==> config.mk <==
export PLATFORM = sky130hd
export DESIGN_NAME = serial_sub_17bit_with_dff_flat
export DESIGN_NICKNAME = d
export VERILOG_FILES = /design/src/rtl/serial_sub_17bit_with_dff_if.sv /design/src/rtl/serial_sub_17bit_with_dff.sv /design/src/flat_wrapper.sv
export SDC_FILE = /design/constraint.sdc
export NUM_CORES = 1
export LEC_CHECK = 0
export BUFFER_PORTS_ARGS = -buffer_cell sky130_fd_sc_hd__buf_2
export CAP_MARGIN = 0
export CORE_AREA = 2 2 96 98
export DETAILED_ROUTE_END_ITERATION = 16
export DIE_AREA = 0 0 98 100
export GPL_ROUTABILITY_DRIVEN = 0
export PLACE_DENSITY = 0.62
export SYNTH_ARGS = -nofsm -noshare
export SYNTH_HDL_FRONTEND = slang
export SYNTH_SLANG_ARGS = --single-unit
export TNS_END_PERCENT = 5
==> constraint.sdc <==
create_clock -name clk -period 4.5 [get_ports clk]
set_clock_uncertainty 0.15 [all_clocks]
set_input_delay 0.675 -clock clk [delete_from_list [all_inputs] [get_ports clk]]
set_output_delay 0.675 -clock clk [all_outputs]
set_load 0.05 [all_outputs]
==> src/rtl/serial_sub_17bit_with_dff_if.sv <==
// Handshake and operand/result bundle for the digit-serial subtractor.
// The master drives start and operands; the slave returns status and the result.
interface serial_sub_17bit_with_dff_if #(
    parameter int W = 16
);
    logic         start;
    logic [W:0]   minuend;
    logic [W-1:0] subtrahend;
    logic         busy;
    logic         valid;
    logic [W:0]   diff;
    logic         borrow;

    modport master (
        output start,
        output minuend,
        output subtrahend,
        input  busy,
        input  valid,
        input  diff,
        input  borrow
    );

    modport slave (
        input  start,
        input  minuend,
        input  subtrahend,
        output busy,
        output valid,
        output diff,
        output borrow
    );
endinterface

==> src/rtl/serial_sub_17bit_with_dff.sv <==
// Digit-serial subtractor recovering one addend from a registered adder sum:
// diff = minuend - subtrahend, STEP bits per clock, with a registered result.
module serial_sub_17bit_with_dff #(
    parameter int W    = 16,
    parameter int STEP = 4
) (
    input logic                          clk,
    input logic                          reset,
    serial_sub_17bit_with_dff_if.slave   bus
);
    localparam int NDIG = W / STEP;
    localparam int CW   = (NDIG > 1) ? $clog2(NDIG) : 1;

    typedef enum logic [1:0] {IDLE, RUN, DONE} state_t;

    state_t         state;
    logic [CW-1:0]  cnt;
    logic [W-1:0]   m_reg;
    logic [W-1:0]   s_reg;
    logic [W-1:0]   acc;
    logic           m_msb;
    logic           chain;
    logic           busy_r;
    logic           valid_r;
    logic           borrow_r;
    logic [W:0]     diff_r;

    logic [STEP:0]  dig_full;
    logic [STEP-1:0] dig;
    logic           dig_borrow;
    logic [W-1:0]   acc_next;

    // One digit of subtraction; the extra top bit of dig_full is the borrow-out.
    always_comb begin
        dig_full   = {1'b0, m_reg[STEP-1:0]} - {1'b0, s_reg[STEP-1:0]}
                   - {{STEP{1'b0}}, chain};
        dig        = dig_full[STEP-1:0];
        dig_borrow = dig_full[STEP];
        acc_next   = (acc >> STEP) | (W'(dig) << (W - STEP));
    end

    always_ff @(posedge clk or negedge reset) begin
        if (!reset) begin
            state    <= IDLE;
            cnt      <= '0;
            m_reg    <= '0;
            s_reg    <= '0;
            acc      <= '0;
            m_msb    <= 1'b0;
            chain    <= 1'b0;
            busy_r   <= 1'b0;
            valid_r  <= 1'b0;
            borrow_r <= 1'b0;
            diff_r   <= '0;
        end else begin
            case (state)
                IDLE: begin
                    if (bus.start) begin
                        m_reg  <= bus.minuend[W-1:0];
                        m_msb  <= bus.minuend[W];
                        s_reg  <= bus.subtrahend;
                        chain  <= 1'b0;
                        cnt    <= '0;
                        busy_r <= 1'b1;
                        state  <= RUN;
                    end
                end
                RUN: begin
                    // Operands shift down so the current digit is always in the low bits.
                    m_reg <= m_reg >> STEP;
                    s_reg <= s_reg >> STEP;
                    acc   <= acc_next;
                    chain <= dig_borrow;
                    cnt   <= cnt + CW'(1);
                    if (cnt == CW'(NDIG - 1)) begin
                        diff_r   <= {m_msb ^ dig_borrow, acc_next};
                        borrow_r <= ~m_msb & dig_borrow;
                        valid_r  <= 1'b1;
                        state    <= DONE;
                    end
                end
                DONE: begin
                    valid_r <= 1'b0;
                    busy_r  <= 1'b0;
                    state   <= IDLE;
                end
                default: begin
                    valid_r <= 1'b0;
                    busy_r  <= 1'b0;
                    state   <= IDLE;
                end
            endcase
        end
    end

    assign bus.busy   = busy_r;
    assign bus.valid  = valid_r;
    assign bus.diff   = diff_r;
    assign bus.borrow = borrow_r;

endmodule

==> src/flat_wrapper.sv <==
// flat-port wrapper written by rule: the top's interface ports become plain ports
module serial_sub_17bit_with_dff_flat 
#(
    parameter int W    = 16,
    parameter int STEP = 4
)
  (clk, reset, bus_start, bus_minuend, bus_subtrahend, bus_busy, bus_valid, bus_diff, bus_borrow);
  serial_sub_17bit_with_dff_if #(.W(W)) bus_i ();
  input logic clk;
  input logic reset;
  input wire logic [$bits(bus_i.start)-1:0] bus_start;
  input wire logic [$bits(bus_i.minuend)-1:0] bus_minuend;
  input wire logic [$bits(bus_i.subtrahend)-1:0] bus_subtrahend;
  output wire logic [$bits(bus_i.busy)-1:0] bus_busy;
  output wire logic [$bits(bus_i.valid)-1:0] bus_valid;
  output wire logic [$bits(bus_i.diff)-1:0] bus_diff;
  output wire logic [$bits(bus_i.borrow)-1:0] bus_borrow;
  assign bus_i.start = bus_start;
  assign bus_i.minuend = bus_minuend;
  assign bus_i.subtrahend = bus_subtrahend;
  assign bus_busy = bus_i.busy;
  assign bus_valid = bus_i.valid;
  assign bus_diff = bus_i.diff;
  assign bus_borrow = bus_i.borrow;
  serial_sub_17bit_with_dff #(.W(W), .STEP(STEP)) u_core (.clk(clk), .reset(reset), .bus(bus_i));
endmodule
==> flow_metrics.env <==
export IMPL_area_growth_pct=18.7
export IMPL_place_inst=420
export IMPL_pwr_share_comb_pct=46.9
export IMPL_tightest_slew_ps=1050
export IMPL_grt_pass1_vias=1974
export IMPL_gr_total_overflow=0
export IMPL_slowest_delay_ps=400
export IMPL_drt_total_wl_um=5680
export IMPL_post_cts_buffers=0
export IMPL_insertion_delay_ps=340
export IMPL_drtPass1Iterations=4
export IMPL_worstPathMaxFanout=3
export IMPL_dpl_hpwl_um=3890
export IMPL_synth_cell_types=28
export IMPL_cts_sinks=70
export IMPL_avgSynthCellArea_um2=11.3
export IMPL_cp_slowest_cell="fa_1"
export IMPL_slew_headroom_pct=30.1
export IMPL_synth_area_mm2=0.00301
export IMPL_final_cell_mix="dfrtp_1 (70), nand2_1 (62), buf_2 (55), mux2i_1 (24), o21ai_1 (19)"
export IMPL_grt_use_total_pct=12.5
export IMPL_io_pins=56
export IMPL_ys_ff_latch=70
export IMPL_swShare_pct=43.4
export IMPL_routedWlPerCell_um=13.0
export IMPL_htree_levels=3
export IMPL_ir_worst_vdd_mv=0.246
export IMPL_cap_violations=0
export IMPL_sequentialPowerShare_pct=37.1
export IMPL_status="complete, no violations"
export IMPL_fillers=896
export IMPL_cts_made_buffers=9
export IMPL_clk_path_buf_depth=2
export IMPL_dieWidth_um=98
export IMPL_route_detailed_drc=0
export IMPL_die_h_um=100
export IMPL_netlist_instances=265
export IMPL_mostFrequentLayoutCell="dfrtp_1"
export IMPL_cp_top_family="adder cells"
export IMPL_critPathKind="register to register"
export IMPL_finalHoldViolCount=0
export IMPL_dieArea_mm2=0.00980
export IMPL_start_util_pct=33.8
export IMPL_antenna_found_initial=0
export IMPL_cp_arrival_ps=2410
export IMPL_slew_viol_final=0
export IMPL_core_area_mm2=0.00889
export IMPL_yosysWarnings=0
export IMPL_ys_seq_area_share_pct=58.3
export IMPL_diodes=0
export IMPL_synth_nets=309
export IMPL_min_path_type="register to register"
export IMPL_crit_chain="inv_1 > fa_1 > inv_1 > fa_1 > a21boi_0 > nor2_1 > xor2_1 > ha_1 > mux2_2"
export IMPL_setup_viol=0
export IMPL_io_buffers=55
export IMPL_intPower_mw=1.65
export IMPL_vias=1966
export IMPL_path_buf_inv=2
export IMPL_hold_slack_ps=330
export IMPL_grt_pass1_wl_um=9580
export IMPL_cp_start_kind="register"
export IMPL_worstPathRequired_ps=4580
export IMPL_drive_above_1_share_pct=28.0
export IMPL_cts_resized=0
export IMPL_ant_nets=0
export IMPL_final_cell_count_no_fill=436
export IMPL_drt_iter0_markers=74
export IMPL_power_leakage_nw=1.81
export IMPL_nets=364
export IMPL_largest_reg_flops=17
export IMPL_max_freq_ghz=0.428
export IMPL_endpoint_kind="register"
export IMPL_ctsRootBufferMaster="clkbuf_8"
export IMPL_cts_clk_slew_worst_paths_ps=70
export IMPL_cts_tree="done"
export IMPL_timing_final_crit_share_pct=51.9
export IMPL_setup_tns_ps=0
export IMPL_fp_row_count=35
export IMPL_period_needed_ps=2340
export IMPL_cellPowerDensity_mw_per_mm2=818
export IMPL_grt_max_degree=60
export IMPL_p_switching_mw=1.27
export IMPL_viasPerCell=4.51
export IMPL_p_clk_share_pct=16.0
export IMPL_rrSetupSlack_ps=2160
export IMPL_hold_buffers=0
export IMPL_rsz0062_at_grt="false"
==> metrics by stage <==
stage               total power [mW]  area (um^2)  util (%)  setup slack (ps)
detailed placement              2.50         3380      38.1              2170
CTS                             2.98         3570      40.1              2160
finish                          2.92         3570      40.1              2160
global placement                2.45         3380      38.1              2240
global route                    3.17         3570      40.1              2040
floorplan                       2.18         3010         -              2310
==> worst paths after layout <==
| path | cells past startpoint | from | endpoint |
|---|---|---|---|
| max | 9 | u_core.chain$_DFFE_PN0P_ | u_core.bus.borrow$_DFFE_PN0P_ |
| min | 2 | u_core.bus.diff[13]$_DFFE_PN0P_ | u_core.bus.diff[13]$_DFFE_PN0P_ |
| max reg2reg | 9 | u_core.chain$_DFFE_PN0P_ | u_core.bus.borrow$_DFFE_PN0P_ |
| min reg2reg | 2 | u_core.bus.diff[13]$_DFFE_PN0P_ | u_core.bus.diff[13]$_DFFE_PN0P_ |
| max in group asynchronous | 2 | reset | u_core.acc[15]$_DFFE_PN0P_ |
| min in group asynchronous | 1 | reset | u_core.acc[5]$_DFFE_PN0P_ |
==> cell usage after synthesis (all sizes together) <==
master	instances	area [um^2]
xor2	2	17.5
dfrtp	70	1750
nand3	1	5.00
o31ai	2	15.0
buf	10	67.6
clkbuf	5	18.8
nor2	1	3.75
a21boi	2	15.0
nand2b	1	6.26
mux2i	24	240
o211ai	1	7.51
o21bai	2	15.0
nor2b	2	12.5
ha	6	75.1
nand3b	1	7.51
a22o	9	78.8
fa	2	40.0
inv	12	45.0
o21ai	31	155
a21o	2	15.0
and3b	1	8.76
nand2	62	233
or4	1	7.51
mux2	14	158
nor3b	1	7.51
==> layout make-up <==
type	instances	area, um^2	area share [%]
Sequential cell	70	1750	49.1
Multi-Input combinational cell	168	1140	32.0
Timing Repair Buffer	59	305	8.56
Clock buffer	11	151	4.24
Tap cell	111	139	3.89
Inverter	12	45.0	1.26
Clock inverter	5	33.8	0.947
==> layer usage <==
metal	GRT usage, %	up-vias	part of all wire (%)	routed length, um
li1	-	1003	-	-
met1	16.5	903	47	2650
met2	18.8	49	46	2600
met3	4.67	11	5.9	335
met4	4.81	0	1.7	95
met5	0	-	0	0
==> cells by family (layout without fill, tap and decap cells) <==
family | Yosys count | count (layout) | share of synthesized area (%)
muxes | 38 | 38 | 13.2
xor gates and xnor gates | 2 | 2 | 0.583
buffers and inverters | 27 | 87 | 4.37
adders and majority gates | 8 | 8 | 3.83
AOI/OAI and AO/OA | 49 | 49 | 10.0
and+or+nand+nor | 71 | 71 | 9.70
DFF | 70 | 70 | 58.3
==> power by group through the flow <==
stage	sequential, mW	combinational [mW]	clock (mW)
global route	1.13	1.53	0.510
CTS	1.09	1.40	0.486
detailed placement	1.10	1.40	0
global placement	1.09	1.36	0
finish	1.08	1.37	0.466
floorplan	1.37	0.814	0
==> tightest hold or removal path, delay by kind of cell (launching register included) <==
family,cells,cell delay (ps)
AOI/OAI and AO/OA,1,60
DFF,1,340
and+or+nand+nor,1,40
Note: power is estimated with default switching activity, not from simulation.
